[src/rtl/button_debounce_pulse_pkg.sv]
// Shared types and defaults for the start-button conditioning stage.
package button_debounce_pulse_pkg;

  typedef enum logic [1:0] {
    IDLE         = 2'd0,
    PRESS_WAIT   = 2'd1,
    HELD         = 2'd2,
    RELEASE_WAIT = 2'd3
  } state_e;

  localparam int unsigned DEBOUNCE_CYCLES_DEFAULT = 1000000;
  localparam int unsigned CNT_W_DEFAULT           = 20;

endpackage

[src/rtl/button_debounce_pulse_sync_2ff.sv]
// Width-W two-flop synchroniser for asynchronous board inputs, cleared to 0 on reset.
module sync_2ff #(
  parameter int W = 1
) (
  input  logic         clk,
  input  logic         rst,
  input  logic [W-1:0] d_i,
  output logic [W-1:0] q_o
);

  logic [W-1:0] meta_q;
  logic [W-1:0] sync_q;

  always_ff @(posedge clk or posedge rst) begin
    if (rst) begin
      meta_q <= '0;
      sync_q <= '0;
    end else begin
      meta_q <= d_i;
      sync_q <= meta_q;
    end
  end

  assign q_o = sync_q;

endmodule

[src/rtl/button_debounce_pulse.sv]
// Start-button debouncer: one registered pulse per accepted press, debounced level, press counter.
// Optional macro SW_SNAPSHOT_EN latches the switch word on each accepted press.
//
// state        | meaning
// IDLE         | button released and stable
// PRESS_WAIT   | button seen high, counting stable-high cycles
// HELD         | press accepted, button still down
// RELEASE_WAIT | button seen low, counting stable-low cycles
module button_debounce_pulse
  import button_debounce_pulse_pkg::*;
#(
  parameter int          CNT_W           = CNT_W_DEFAULT,
  parameter int unsigned DEBOUNCE_CYCLES = DEBOUNCE_CYCLES_DEFAULT
) (
  input  logic       clk,
  input  logic       rst,
  input  logic       btn_raw,
  input  logic [7:0] sw_raw,
  output logic       btn_pulse,
  output logic       btn_level,
  output logic [7:0] sw_out,
  output logic [7:0] press_cnt
);

  localparam logic [CNT_W-1:0] CNT_LAST = CNT_W'(DEBOUNCE_CYCLES - 1);

  logic       btn_sync;
  logic [7:0] sw_sync;

  sync_2ff #(.W(1)) u_sync_btn (
    .clk (clk),
    .rst (rst),
    .d_i (btn_raw),
    .q_o (btn_sync)
  );

  sync_2ff #(.W(8)) u_sync_sw (
    .clk (clk),
    .rst (rst),
    .d_i (sw_raw),
    .q_o (sw_sync)
  );

  state_e           state_q, state_d;
  logic [CNT_W-1:0] cnt_q, cnt_d;
  logic             pulse_q;
  logic             level_q, level_d;
  logic [7:0]       press_cnt_q, press_cnt_d;
  logic             accept;

  always_comb begin
    state_d = state_q;
    cnt_d   = cnt_q;
    accept  = 1'b0;
    case (state_q)
      IDLE: begin
        if (btn_sync) begin
          state_d = PRESS_WAIT;
          cnt_d   = '0;
        end
      end
      PRESS_WAIT: begin
        if (!btn_sync) begin
          state_d = IDLE;
        end else if (cnt_q == CNT_LAST) begin
          state_d = HELD;
          accept  = 1'b1;
        end else begin
          cnt_d = cnt_q + CNT_W'(1);
        end
      end
      HELD: begin
        if (!btn_sync) begin
          state_d = RELEASE_WAIT;
          cnt_d   = '0;
        end
      end
      RELEASE_WAIT: begin
        // Bounce back to HELD is the same press: no pulse, no count.
        if (btn_sync) begin
          state_d = HELD;
        end else if (cnt_q == CNT_LAST) begin
          state_d = IDLE;
        end else begin
          cnt_d = cnt_q + CNT_W'(1);
        end
      end
      default: state_d = IDLE;
    endcase
    level_d     = (state_d == HELD) || (state_d == RELEASE_WAIT);
    press_cnt_d = accept ? press_cnt_q + 8'd1 : press_cnt_q;
  end

  always_ff @(posedge clk or posedge rst) begin
    if (rst) begin
      state_q     <= IDLE;
      cnt_q       <= '0;
      pulse_q     <= 1'b0;
      level_q     <= 1'b0;
      press_cnt_q <= 8'h00;
    end else begin
      state_q     <= state_d;
      cnt_q       <= cnt_d;
      pulse_q     <= accept;
      level_q     <= level_d;
      press_cnt_q <= press_cnt_d;
    end
  end

`ifdef SW_SNAPSHOT_EN
  // Hold the word steady while the detector scans it after the start pulse.
  logic [7:0] sw_snap_q;

  always_ff @(posedge clk or posedge rst) begin
    if (rst) begin
      sw_snap_q <= 8'h00;
    end else if (accept) begin
      sw_snap_q <= sw_sync;
    end
  end

  assign sw_out = sw_snap_q;
`else
  assign sw_out = sw_sync;
`endif

  assign btn_pulse = pulse_q;
  assign btn_level = level_q;
  assign press_cnt = press_cnt_q;

endmodule
[config.mk]
export PLATFORM = sky130hd
export DESIGN_NAME = button_debounce_pulse
export DESIGN_NICKNAME = d
export VERILOG_FILES = /design/src/rtl/button_debounce_pulse_pkg.sv /design/src/rtl/button_debounce_pulse_sync_2ff.sv /design/src/rtl/button_debounce_pulse.sv
export SDC_FILE = /design/constraint.sdc
export NUM_CORES = 1
export LEC_CHECK = 0
export ABC_AREA = 1
export CELL_PAD_IN_SITES_DETAIL_PLACEMENT = 1
export CELL_PAD_IN_SITES_GLOBAL_PLACEMENT = 1
export CORE_AREA = 2 2 89 91
export DETAILED_ROUTE_END_ITERATION = 10
export DIE_AREA = 0 0 91 93
export PLACE_DENSITY = 0.67
export REMOVE_ABC_BUFFERS = 1
export SLEW_MARGIN = 20
export SYNTH_ARGS = -nofsm -noshare
export SYNTH_HDL_FRONTEND = slang
export SYNTH_HIERARCHICAL = 1
export SYNTH_SLANG_ARGS = --single-unit
[constraint.sdc]
create_clock -name clk -period 5.2 [get_ports clk]
set_clock_uncertainty 0.15 [all_clocks]
set_input_delay 0.78 -clock clk [delete_from_list [all_inputs] [get_ports clk]]
set_output_delay 0.78 -clock clk [all_outputs]
set_load 0.05 [all_outputs]
# Word-level counts from Yosys, hierarchy flattened
# Cells that the tools add are included.
[totals] regBits=50 latchBits=0 ramBits=0 mem_bits_ro=0 memories=0
[classes] n_addsub=2 multipliers=0 div_mod_pow=0 magnitude_cmp=0 n_eq_ne=10 shift=0 n_mux=16 bitwise_logic=0 reduce_logical=3
[ops] operator="$mux 20" n=5
[ops] operator="$pmux 20 s4" n=1
[ops] operator="$add 20x1->20 const B" n=1
[ops] operator="$eq 20x20->1 const B" n=1
[ops] operator="$mux 2" n=6
[ops] operator="$add 8x1->8 const B" n=1
[ops] operator="$eq 2x2->1 const B" n=4
[ops] operator="$pmux 2 s4" n=1
[ops] operator="$ne 2x1->1 const B" n=2
[ops] operator="$ne 2x2->1 const B" n=2
[ops] operator="$reduce_and 4->1" n=1
[ops] operator="$mux 1" n=3
[ops] operator="$eq 2x1->1 const B" n=1
[ops] operator="$logic_not 2->1" n=1
[ops] operator="$logic_or 1x1->1" n=1

# Longest topological paths before layout
[logic_depth] ltp_word=6 depth_mapped=10 ltp_nobuf=9

# Cells and area by module
# Netlist, hierarchy kept.
[by_module_without_submodules] mod="button_debounce_pulse" instances=1 cells_each=297 area_per_inst_um2=2120.8 seq_area_each_um2=775.7
[by_module_without_submodules] mod="sync_2ff (u_sync_sw)" instances=1 cells_each=17 area_per_inst_um2=404.1 seq_area_each_um2=400.4
[by_module_without_submodules] mod="sync_2ff (u_sync_btn)" instances=1 cells_each=3 area_per_inst_um2=53.8 seq_area_each_um2=50.0

# Least setup slack after synthesis
# OpenSTA, ideal clock, no wires.
[synth_path] path_kind="register -> register" startpoint="register btn_level (netlist name)" endpoint="register cnt_q[9]" setup_ps=118 t_arrival_ps=1521 required_ps=4932 slack_ps=3411 stages_incl_launch_ff=10 period_less_slack_ps=1789 path_cell_list="dfrtp_1 > nor2_2 > inv_1 > nand2_1 > inv_1 > nor2_4 > clkinv_4 > buf_12 > nand2_1 > o21ai_2"
[synth_lines] item="to (signal assigned)" line="button_debounce_pulse.sv:103" rtl="cnt_q <= cnt_d;"
[synth_lines] item="to (decl)" line="button_debounce_pulse.sv:45" rtl="logic [CNT_W-1:0] cnt_q, cnt_d;"

# Final worst setup path
[layout_path] startpoint="register level_q (netlist: btn_level)" endpoint="output port btn_level"
[layout_lines] item="from (decl)" line="button_debounce_pulse.sv:47" rtl="logic level_q, level_d;"
[layout_lines] item="from (signal assigned)" line="button_debounce_pulse.sv:105" rtl="level_q <= level_d;"
[layout_lines] item="to (decl)" line="button_debounce_pulse.sv:20" rtl="output logic btn_level,"
# No word-level cell between the ends.

==> run_results.csv <==
group,metric,value,unit
run_status,status,"finished clean",
timing,setup_viol,0,
synth,syn_area_per_cell,8.13,µm²
global_route,overflow,0,
synth,yosysTopAreaCell,"dfrtp_1",
timing,max_freq,396,MHz
clocking,clkTransAtPathRegs,0.11,ns
floorplan,rows,32,
critical_path,cp.required,4.27,ns
global_route,antenna_found_initial,0,
routing,drc,0,
clocking,cts_tree,"yes",
routing,routed_wl,6.36,mm
synth,synth_commonest_cells,"nand2_1 (96), dfrtp_1 (49), inv_1 (34), nor2_1 (34), nand3_1 (32)",
clocking,cts-resized-gates,0,
synth,synth-edff-count,0,
global_route,grt_pass1_wl,11.0,mm
worst_hold_path,worstHoldStart,"u_sync_btn/meta_q",
synth,async_flop_share,100,%
floorplan,io_pins,29,
pwr,leakagePower,1.25,nW
place,dp_hpwl,4.88,mm
floorplan,die_h,93,µm
routing,drt-initial-drc-count,93,
cells_and_area,final_cell_area,3010,µm²
critical_path,slowest_stage,"clkdlybuf4s50_1",
timing,whs,0.204,ns
timing,worstMarginPinSlew,0.688,ns
timing,rsz0062_at_grt,"no",
place,gp_congestion,0.772,
floorplan,core,7530,µm²
routing,ant_nets,0,
synth,yosysSeqAreaShare,47.5,%
critical_path,cpPeakStageDelay,0.83,ns
synth,synth_seq_cells,49,
synth,synth_top_area_share,47.5,%
synth,ys.flop_type,"dfrtp_1",
critical_path,critPathTopFamily,"buffers and inverters",
timing,finalCriticalPeriod,2.52,ns
cells_and_area,nets,360,
floorplan,die_w,91,µm
worst_hold_path,hold_path_class,"reg2reg",
clocking,cts_buffer_depth,2,
timing,setup_tns,0,ns
cells_and_area,drive_gt1_share,9.77,%
cells_and_area,syn_to_final_growth,16.7,%
clocking,cts_made_buffers,5,
synth,synth_most_common_cell,"nand2_1",
critical_path,crit_fanout,5,
synth,syn_inst,317,
clocking,insertion_delay,0.31,ns
global_route,grt_start_max_net_pins,32,
critical_path,cp-start-kind,"flip-flop",
global_route,grt_usage,16.3,%
global_route,first_global_vias,2296,
routing,vias,2150,
cells_and_area,utilization,40.0,%
cells_and_area,fin_cells,450,
timing,period_share,48.5,%
critical_path,end_kind,"output pin",
routing,drtPass1Iterations,4,
cells_and_area,diodes,0,
synth,ys_warn_count,6,
clocking,post_cts_buffers,0,
routing,wl_per_cell,14.1,µm
timing,relSlewSlack,54.1,%
pwr,irDropWorstVdd,133,µV
critical_path,reg2reg_from,"state_q[0]",
floorplan,dieArea,8460,µm²
place,io_buffers,28,
pwr,p_per_area,234,nW/µm²
cells_and_area,fill_cells,972,
routing,avgViaCountPerCell,4.78,
critical_path,path_class,"reg2out",
clocking,root_buffer,"clkbuf_8",
critical_path,crit_arrival,1.59,ns
critical_path,cp_num_buf_inv,1,
critical_path,setup.worst_path.start,"btn_level",
place,place_area,2910,µm²
clocking,cts_num_sinks,49,
clocking,ctsHoldBuffers,0,
clocking,htree_levels,2,
place,dp_cells,442,
critical_path,path_cells,"clkdlybuf4s50_1",
flow_run,cap_violations,0,
synth,synthDistinctLibCells,29,
synth,ys_top_cells_by_area,"dfrtp_1 (48%), nand2_1 (14%), nand3_1 (6.2%)",
timing,hold_viol,0,
synth,synthesis.area,2580,µm²
floorplan,initial_core_util,34.3,%
timing,slew_viol_final,0,
[through the flow]
step	worst slack, ns	total power, mW
CTS	2.66	0.720
global placement	2.95	0.459
finish	2.68	0.705
detailed placement	2.87	0.462
floorplan	3.25	0.436
global route	2.59	0.739
[power breakdown]
part,internal [mW],total [mW],switching (mW)
clock network,0.101,0.253,0.152
logic,0.0169,0.0527,0.0359
registers,0.391,0.399,0.00865
total,0.509,0.705,0.197
[kinds of logic after synthesis]
| logic type | share of synthesized area, % |
|---|---|
| buffers and inverters | 8.49 |
| XOR/XNOR | 3.06 |
| adder cells (fa/ha/maj) | 0.970 |
| flip-flops | 47.5 |
| AO/OA/AOI/OAI | 5.92 |
| AND/OR/NAND/NOR | 34.0 |
[cell usage in the layout, fill, tap and decap left out, drive strengths merged]
cell type      instances
and2                   2
nand3                 34
inv                   36
xor2                   7
buf                    1
o21bai                 1
o21ai                 19
nand3b                 1
nand4                 11
dfrtp                 49
nor3                   7
nand2                101
clkbuf                 5
nor2                  38
or2                    1
clkinv                 2
clkdlybuf4s50         28
ha                     2
a21oi                  1
xnor2                  2
[final cells by class]
| type | instances | area [µm²] | share of cell area [%] |
|---|---|---|---|
| Timing Repair Buffer | 29 | 288 | 9.56 |
| Multi-Input combinational cell | 227 | 1130 | 37.7 |
| Tap cell | 102 | 128 | 4.24 |
| Inverter | 35 | 136 | 4.53 |
| Clock inverter | 3 | 28.8 | 0.956 |
| Clock buffer | 5 | 68.8 | 2.29 |
| Sequential cell | 49 | 1230 | 40.7 |
[sequential cells by signal (all words and copies together), names as in the netlist]
name / count
u_sync_btn/q_o: 1
u_sync_sw/q_o: 8
state_q: 1
press_cnt: 8
u_sync_sw/meta_q: 8
btn_level: 1
cnt_q: 20
u_sync_btn/meta_q: 1
btn_pulse: 1
[layer usage]
metal / up-vias / wire length, µm / track usage (%)
met5: - / 0 / 0
met1: 1045 / 2850 / 20.2
met2: 24 / 3260 / 28.3
met3: 9 / 144 / 2.98
met4: 0 / 108 / 6.19
li1: 1072 / - / -
[path summary, 6_finish.rpt]
path | endpoint | slack [ns] | cells after the start
worst min-delay path | u_sync_btn/q_o | 0.20 | 0
worst min register to register | u_sync_btn/q_o | 0.20 | 0
worst max register to register | cnt_q[8] | 2.89 | 8
worst max-delay path | btn_level | 2.68 | 1
min in group asynchronous | u_sync_btn/q_o | 0.51 | 2
max in group asynchronous | u_sync_sw/q_o[7] | 3.81 | 2
No activity file was read; power rests on OpenSTA's default activity.
